--- config.mk ---
export PLATFORM = sky130hd
export DESIGN_NAME = reg_file_bank
export DESIGN_NICKNAME = d
export VERILOG_FILES = /design/src/rtl/reg_file_bank.sv
export SDC_FILE = /design/constraint.sdc
export NUM_CORES = 1
export LEC_CHECK = 0
export ABC_CLOCK_PERIOD_IN_PS = 900
export CAP_MARGIN = 40
export CORE_AREA = 2 2 414 416
export DETAILED_ROUTE_END_ITERATION = 8
export DIE_AREA = 0 0 416 418
export PLACE_DENSITY = 0.4
export SYNTH_ARGS = -nofsm -noshare
export SYNTH_HDL_FRONTEND = slang
export SYNTH_SLANG_ARGS = --single-unit
--- constraint.sdc ---
create_clock -name clk -period 0.9 [get_ports clk]
set_input_delay 0.09 -clock clk [delete_from_list [all_inputs] [get_ports clk]]
set_output_delay 0.09 -clock clk [all_outputs]
set_load 0.01 [all_outputs]
--- src/rtl/reg_file_bank.sv ---
// MIPS general-purpose register storage: 31 writable flops plus a hardwired $zero,
// one decoded write-back port, and all 32 registers presented in parallel to the read muxes.
module reg_file_bank #(
  parameter int unsigned      WIDTH   = 32,
  parameter int unsigned      SIZE    = 5,
  parameter logic [WIDTH-1:0] SP_INIT = 32'h7FFF_EFFC,
  parameter logic [WIDTH-1:0] GP_INIT = 32'h1000_8000
) (
  input  logic             clk,
  input  logic             reset,
  input  logic             reg_write,
  input  logic [SIZE-1:0]  write_reg,
  input  logic [WIDTH-1:0] write_data,
  output logic [WIDTH-1:0] reg_0,
  output logic [WIDTH-1:0] reg_1,
  output logic [WIDTH-1:0] reg_2,
  output logic [WIDTH-1:0] reg_3,
  output logic [WIDTH-1:0] reg_4,
  output logic [WIDTH-1:0] reg_5,
  output logic [WIDTH-1:0] reg_6,
  output logic [WIDTH-1:0] reg_7,
  output logic [WIDTH-1:0] reg_8,
  output logic [WIDTH-1:0] reg_9,
  output logic [WIDTH-1:0] reg_10,
  output logic [WIDTH-1:0] reg_11,
  output logic [WIDTH-1:0] reg_12,
  output logic [WIDTH-1:0] reg_13,
  output logic [WIDTH-1:0] reg_14,
  output logic [WIDTH-1:0] reg_15,
  output logic [WIDTH-1:0] reg_16,
  output logic [WIDTH-1:0] reg_17,
  output logic [WIDTH-1:0] reg_18,
  output logic [WIDTH-1:0] reg_19,
  output logic [WIDTH-1:0] reg_20,
  output logic [WIDTH-1:0] reg_21,
  output logic [WIDTH-1:0] reg_22,
  output logic [WIDTH-1:0] reg_23,
  output logic [WIDTH-1:0] reg_24,
  output logic [WIDTH-1:0] reg_25,
  output logic [WIDTH-1:0] reg_26,
  output logic [WIDTH-1:0] reg_27,
  output logic [WIDTH-1:0] reg_28,
  output logic [WIDTH-1:0] reg_29,
  output logic [WIDTH-1:0] reg_30,
  output logic [WIDTH-1:0] reg_31
);

  localparam int unsigned NREGS = 1 << SIZE;

  logic [NREGS-1:0] wr_en;
  logic [WIDTH-1:0] regs_q [NREGS];

  // One-hot enable; a disabled port yields all-zero enables regardless of write_reg.
  always_comb begin
    wr_en = '0;
    if (reg_write == 1'b1) begin
      wr_en = NREGS'(1) << write_reg;
    end
  end

  // Slot 0 is $zero: a constant, so writes to address 0 simply have no destination.
  assign regs_q[0] = '0;

  genvar gi;
  generate
    for (gi = 1; gi < NREGS; gi++) begin : g_reg
      localparam logic [WIDTH-1:0] RST_VAL = (gi == 28) ? GP_INIT :
                                             (gi == 29) ? SP_INIT : '0;
      logic [WIDTH-1:0] val_q;
      logic [WIDTH-1:0] val_d;

      always_comb begin
        val_d = val_q;
        if (wr_en[gi]) begin
          val_d = write_data;
        end
      end

      always_ff @(posedge clk or negedge reset) begin
        if (!reset) begin
          val_q <= RST_VAL;
        end else begin
          val_q <= val_d;
        end
      end

      assign regs_q[gi] = val_q;
    end
  endgenerate

  assign reg_0  = regs_q[0];
  assign reg_1  = regs_q[1];
  assign reg_2  = regs_q[2];
  assign reg_3  = regs_q[3];
  assign reg_4  = regs_q[4];
  assign reg_5  = regs_q[5];
  assign reg_6  = regs_q[6];
  assign reg_7  = regs_q[7];
  assign reg_8  = regs_q[8];
  assign reg_9  = regs_q[9];
  assign reg_10 = regs_q[10];
  assign reg_11 = regs_q[11];
  assign reg_12 = regs_q[12];
  assign reg_13 = regs_q[13];
  assign reg_14 = regs_q[14];
  assign reg_15 = regs_q[15];
  assign reg_16 = regs_q[16];
  assign reg_17 = regs_q[17];
  assign reg_18 = regs_q[18];
  assign reg_19 = regs_q[19];
  assign reg_20 = regs_q[20];
  assign reg_21 = regs_q[21];
  assign reg_22 = regs_q[22];
  assign reg_23 = regs_q[23];
  assign reg_24 = regs_q[24];
  assign reg_25 = regs_q[25];
  assign reg_26 = regs_q[26];
  assign reg_27 = regs_q[27];
  assign reg_28 = regs_q[28];
  assign reg_29 = regs_q[29];
  assign reg_30 = regs_q[30];
  assign reg_31 = regs_q[31];

endmodule

Word-level counts from Yosys, hierarchy flattened
Index checks and enable logic that the tools add are counted.
{"block": "totals", "regBits": 992, "inputBits": 40, "wordCells": 33}
{"block": "op_classes", "mux": 1, "n_shift": 1}
{"cell": "2-to-1 mux 32 bit", "n": 1}
{"cell": "<< shifter 1 x 5 -> 32 bit (first input constant)", "n": 1}

Depth between registers and ports, before layout
Gate-level depths: netlist of the first run.
{"block": "logic_depth", "ltp_word": 2, "ltp_mapped": 5, "mapped_depth_nobuf": 3}

Worst setup path after synthesis of the first run
OpenSTA, ideal clock, no wires.
{"block": "synth_path", "path_type": "input-to-reg", "start": "in write_reg[2]", "end": "reg g_reg[25].val_q[10] (netlist: reg_25[10])", "arrival_ns": 1.237, "path_buffers": 2, "path_stages": 5, "slack_ns": -0.462, "cell_sequence": "buf_2 > nand2b_1 > nor2_1 > buf_2 > mux2_2"}
{"block": "synth_via", "elab_chain_cells": 2}
{"element": "start: declaration", "line": "12", "text": "input logic [SIZE-1:0] write_reg,"}
{"element": "<< shifter 1 x 5 -> 32 bit", "line": "57", "text": "wr_en = NREGS'(1) << write_reg;"}
{"element": "2-to-1 mux 32 bit", "line": "56", "text": "if (reg_write == 1'b1) begin"}
{"element": "end signal: assignment", "line": "83", "text": "val_q <= val_d;"}
{"element": "end: declaration", "line": "69", "text": "logic [WIDTH-1:0] val_q;"}
Every way passes these cells.
A chain may end at the register's enable or synchronous reset.

Worst setup path in the final report of the first run
{"block": "layout_path", "start": "reg g_reg[28].val_q[15] (netlist: reg_28[15])", "end": "out reg_28[15]"}
{"element": "start: declaration", "line": "69"}
{"element": "start signal: assignment", "line": "83"}
{"element": "end: declaration", "line": "42", "text": "output logic [WIDTH-1:0] reg_28,"}
No word-level cell between the ends.

==> flow_summary.ini, run 1 <==
[logic_synthesis]
synth_common_cells = mux2_2 (975), dfrtp_1 (962), clkbuf_1 (96), buf_2 (87), buf_4 (32)
ys.flop_type = dfrtp_1
synth_top_family_by_area = multiplexers
seq_area_frac_synth_pct = 66.41
synth.avg_cell_area_um2 = 16.59
synth-compound-area-share_pct = 0
post_synth_and_or_nand_nor_area_fraction_pct = 0.6752
syn_area_mm2 = 0.03743
ys_warn_count = 0
synthCells = 2256
async_reset_ff_share_pct = 100.0
synth_edf_count = 0
synthMuxAreaShare_pct = 29.84
ys_types = 21
synth_most_common_cell = mux2_2
synth.top_cell.area_share_pct = 64.31
synth_xor_area_share_pct = 0
synth.area.top_cells = dfrtp_1 (64%), mux2_2 (29%), dfstp_2 (2.1%)
synth_top_area_cell = dfrtp_1
synth-seq-cells = 992
synth_fa_ha_area_share_pct = 0

[final_layout]
fillCellCount = 16716
fin_util_pct = 34.00
area_growth_pct = 53.60
fin_nets = 3601
layout-drive-gt1-share_pct = 70.51

[die]
dieHeight_um = 418
core-area_mm2 = 0.1691
rows = 151
dieWidth_um = 416
dieArea_mm2 = 0.1739
initial_core_util_pct = 22.14
ios = 1064

[worst_setup_path]
cp_max_fo = 2
worst_path_dominant_cell_family = flip-flops
path_buf_inv = 1
critPathCaptureType = output pin
setup.worst_path.class = reg -> out
arrival_ns = 1.42
crit_path_top_delay_cell = dfstp_2
path_cells = buf_6
max_stage_delay_ns = 0.54
startpoint_type = flip-flop
required_ns = 0.81

[clock_network]
clk_latency_ns = 0.73
clk_path_buf_depth = 3
cts.clk_slew.worst_paths_ns = 0.07
htree_num_levels = 3
numCtsBuffers = 117
cts.root.buffer_cell = clkbuf_16
cts_tree = built
clock-sinks = 992

[detailed_routing]
viasPerCell = 4.146
wl_met2_um = 84180
wl_met3_um = 10890
drt-initial-drc-count = 969
routed_wl_um = 164100
num_vias = 24381
drt_first_pass_iters = 4
ant_nets = 0
routedWlPerCell_um = 27.89
topRoutingLayerUsed = met4
met1_length_um = 62390
route.detailed.drc = 0

[grt]
grt_first_pass_wirelength_um = 222900
grt_max_degree = 65
antenna_found_initial = 5
grt_pass1_vias = 25715
grt_remaining_overflow = 0
grt_usage_pct = 18.38

[power]
ir_drop_v = 0.001637
power_density_mw_per_mm2 = 2561
p_leak_nw = 27.73

[sta]
drv_slew = 0
fin_ws_ns = -0.6104
max_freq_ghz = 0.6621
rsz0062_at_grt = true
hold_viol_final = 0
setup_viol = 1100
min_period_ns = 1.510
skew_ns = 0
finalCritPeriodShare_pct = 167.8

[placement]
portBuffers = 1031
hpwl_um = 118900
post-place-ws_ns = -1.377
globalplace.congestion = 0.7529

[run_status]
violations = setup timing
status = complete, but fails checks

[run]
maxCapViolCount = 0

[min_path]
hp-class = in -> async
## report_power, final
part	switching, mW	internal [mW]
clock network	20.1	29.0
registers	5.67	53.6
logic	17.2	21.7
total	43.0	104
## final timing paths
path / start / endpoint / slack [ns] / cells past startpoint
worst min-delay path: reset / reg_30[29] / 0.07 / 4
max in group asynchronous: reset / reg_1[31] / 0.33 / 5
worst max-delay path: reg_28[15] / reg_28[15] / -0.61 / 1
worst max register to register: reg_16[19] / reg_16[19] / -0.12 / 3
min in group clk: write_reg[2] / reg_16[31] / 0.08 / 5
worst min register to register: reg_11[6] / reg_11[6] / 0.48 / 1
## layout make-up
class | instances | area, um2 | share of cell area [%]
timing repair buffer | 1381 | 13980 | 24.31
sequential | 992 | 24860 | 43.24
clock inverter | 39 | 520.5 | 0.9052
antenna | 4 | 10.01 | 0.01741
clock buffer | 178 | 3418 | 5.945
multi-input combinational | 1069 | 11940 | 20.76
tap | 2218 | 2775 | 4.826
## what timing repair did
action,4_1_cts,5_1_grt
setup buffers,60,41
hold endpoints to repair,1488,0
hold buffers,17,0
setup endpoints to repair,1984,1984
resized for setup,4456,472
pin swaps,0,3
cloned,0,2
## cells by family after synthesis
kind of cell,Yosys count
DFF,992
buffers and inverters,226
and+or+nand+nor,45
other,1
muxes,992
## stage by stage
step           power, mW  hold WS, ns  instance area, um2  cells  TNS (ns)
3_5_place_dp       98.20       0.2183               52880   5545  -1309.85
3_3_place_gp       97.93       0.2186               52880   5545  -1298.91
4_1_cts            148.9     0.004732               57280   5839   -958.66
2_1_floorplan      71.11      -0.2056               37860   2287   -317.32
6_report           147.2      0.06572               57500   5881   -446.76
5_1_grt            153.5      0.03432               57490   5879   -534.21
## routing by layer
metal | vias to the layer above | track usage [%]
li1 | 10451 | -
met1 | 12943 | 20.58
met2 | 757 | 32.45
met3 | 230 | 5.662
met4 | 0 | 7.186
met5 | - | 0
## cells in the final DEF (no fill, tap or decap), drive strengths merged
cell type and instances:
buf 1209, mux2 992, nand2 12, and4bb 3
nor3 1, nor2 13, clkdlybuf4s50 16, nor2b 2
nor4b 1, nand2b 2, clkinvlp 2, or3 3
dfstp 30, inv 3, dlymetal6s2s 2, conb 32
nand4 1, dlygate4sd3 17, nand4b 3, clkbuf 315
diode 4, dfrtp 962, nand3 4, bufinv 10
clkinv 24
(Power assumes the default switching activity.)
==> run 2: changes to the inputs <==
- CTS_BUF_LIST: default -> sky130_fd_sc_hd__clkbuf_16
- HOLD_SLACK_MARGIN: default -> 0.15
==> run 2 against run 1 <==
The flow still finishes with violations (setup timing). Die area unchanged. Final area is 0.22% lower. Critical path depth stayed put. Sequential share of layout area up 0.095 points. Power fell by 1.8%. Cell count is essentially flat. First-iteration DRC count increased by 2.9%. Highest routed layer unchanged.
==> flow_summary.ini, run 2 (synthesized netlist as in run 1, its figures left out) <==
[run_status]
status = complete, but fails checks
violations = setup timing

[sta]
finalCritPeriodShare_pct = 167.1
setup_viol = 1154
drv_slew = 0
tns_ns = -447.79
min_period_ns = 1.504
fin_ws_ns = -0.6039
rsz0062_at_grt = true
skew_ns = 0
holdWs_ns = 0.07699
hold_viol_final = 0
max_freq_ghz = 0.6649

[placement]
portBuffers = 1031
place_area_mm2 = 0.05288
place_inst = 5545
hpwl_um = 118900
post-place-ws_ns = -1.377
globalplace.congestion = 0.7529

[detailed_routing]
viasPerCell = 4.150
num_vias = 24425
drt_first_pass_iters = 4
route.detailed.drc = 0
routedWlPerCell_um = 27.97
ant_nets = 0
drt-initial-drc-count = 997
routed_wl_um = 164700

[worst_setup_path]
required_ns = 0.81
setup.worst_path.class = reg -> out
ff2ff_path_depth = 3
max_stage_delay_ns = 0.54
worst_path_dominant_cell_family = flip-flops
arrival_ns = 1.41
rr_startpoint = reg_27[15]
path_buf_inv = 1
startpoint_type = flip-flop
cp.depth = 1
critPathCaptureType = output pin
critPathCapture = reg_28[15]
path_cells = buf_6
crit_start = reg_28[15]
crit_path_top_delay_cell = dfstp_2
r2r-end = reg_27[15]
rrSetupSlack_ns = -0.12
cp_max_fo = 2

[grt]
grt_use_met3_pct = 5.665
use_met2_pct = 32.48
grt_pass1_vias = 25725
grt_first_pass_wirelength_um = 223000
use_met1_pct = 20.60
antenna_found_initial = 5
grt_max_degree = 65
gr-max-usage-layer = met2
grt_remaining_overflow = 0
grt_usage_pct = 18.38

[final_layout]
layout_common_cells = dfrtp_1 (962), mux2_2 (941), buf_6 (722), buf_4 (218), buf_2 (147)
fin_nets = 3607
area_growth_pct = 53.27
stdcell_area_mm2 = 0.05737
layout-drive-gt1-share_pct = 69.77
fin_util_pct = 33.93
fillCellCount = 16735
finalNonFillerCells = 5886
final_common_cell = dfrtp_1

[clock_network]
numCtsBuffers = 117
cts.root.buffer_cell = clkbuf_16
cts_tree = built
clk_latency_ns = 0.73
clock-sinks = 992
hold_buffers = 21
clk_path_buf_depth = 3
htree_num_levels = 3
cts.clk_slew.worst_paths_ns = 0.07

[power]
power_density_mw_per_mm2 = 2521
power_mw = 144.6
ir_drop_v = 0.001588
pwr-share-clk_pct = 32.1
pwr-share-seq_pct = 41.0
p_sw_mw = 42.82
p_sw_share_pct = 29.60
p_int_mw = 101.8
p_leak_nw = 27.80
pwr-share-comb_pct = 26.9

[min_path]
hp-class = in -> async

[die]
rows = 151
dieWidth_um = 416
ios = 1064
initial_core_util_pct = 22.14
dieArea_mm2 = 0.1739
core-area_mm2 = 0.1691
dieHeight_um = 418

[run]
maxCapViolCount = 0
-- run 2: layout make-up --
| cell class | instances | area (um2) | area share, % |
|---|---|---|---|
| Multi-Input combinational cell | 1069 | 11950 | 20.82 |
| Clock inverter | 99 | 745.7 | 1.300 |
| Antenna cell | 3 | 7.507 | 0.01309 |
| Clock buffer | 118 | 2953 | 5.147 |
| Timing Repair Buffer | 1387 | 14080 | 24.55 |
| Tap cell | 2218 | 2775 | 4.837 |
| Sequential cell | 992 | 24860 | 43.33 |
-- run 2: how the worst min path moves through the flow --
stage,startpoint,to,slack [ns],cells past startpoint
2_1_floorplan,reset,reg_10[0],-0.21,0
3_3_place_gp,reset,reg_28[26],0.22,3
3_5_place_dp,reset,reg_28[26],0.22,3
4_1_cts,reset,reg_16[15],0.02,4
5_1_grt,reset,reg_16[15],0.05,4
6_report,reset,reg_31[24],0.08,4
-- run 2: metal layers --
layer  up-vias  part of all wire, %
li1      10464                    -
met1     12977                   38
met2       755                   51
met3       229                  6.7
met4         0                  3.9
met5         -                    0
-- run 2: what timing repair did --
item                                   in CTS  in global routing
pin swaps                                   0                  3
setup buffers                              61                 40
endpoints found under the hold margin    1488                194
cloned                                      0                  4
resized for setup                        4455                471
setup endpoints to repair                1984               1999
-- run 2: tightest hold or removal path: stages --
cell           delay, ns
dlygate4sd3_1       0.58
buf_8               0.12
buf_12              0.15
buf_12              0.22
-- run 2: power by group through the flow --
stage                     logic (mW)  registers (mW)  clock network (mW)
after floorplan                 8.57            62.5                   0
after global placement          39.5            58.5                   0
after detailed placement        39.5            58.7                   0
after CTS                       39.2            59.1                48.2
after global routing            40.9            60.3                49.8
final                           39.0            59.2                46.4
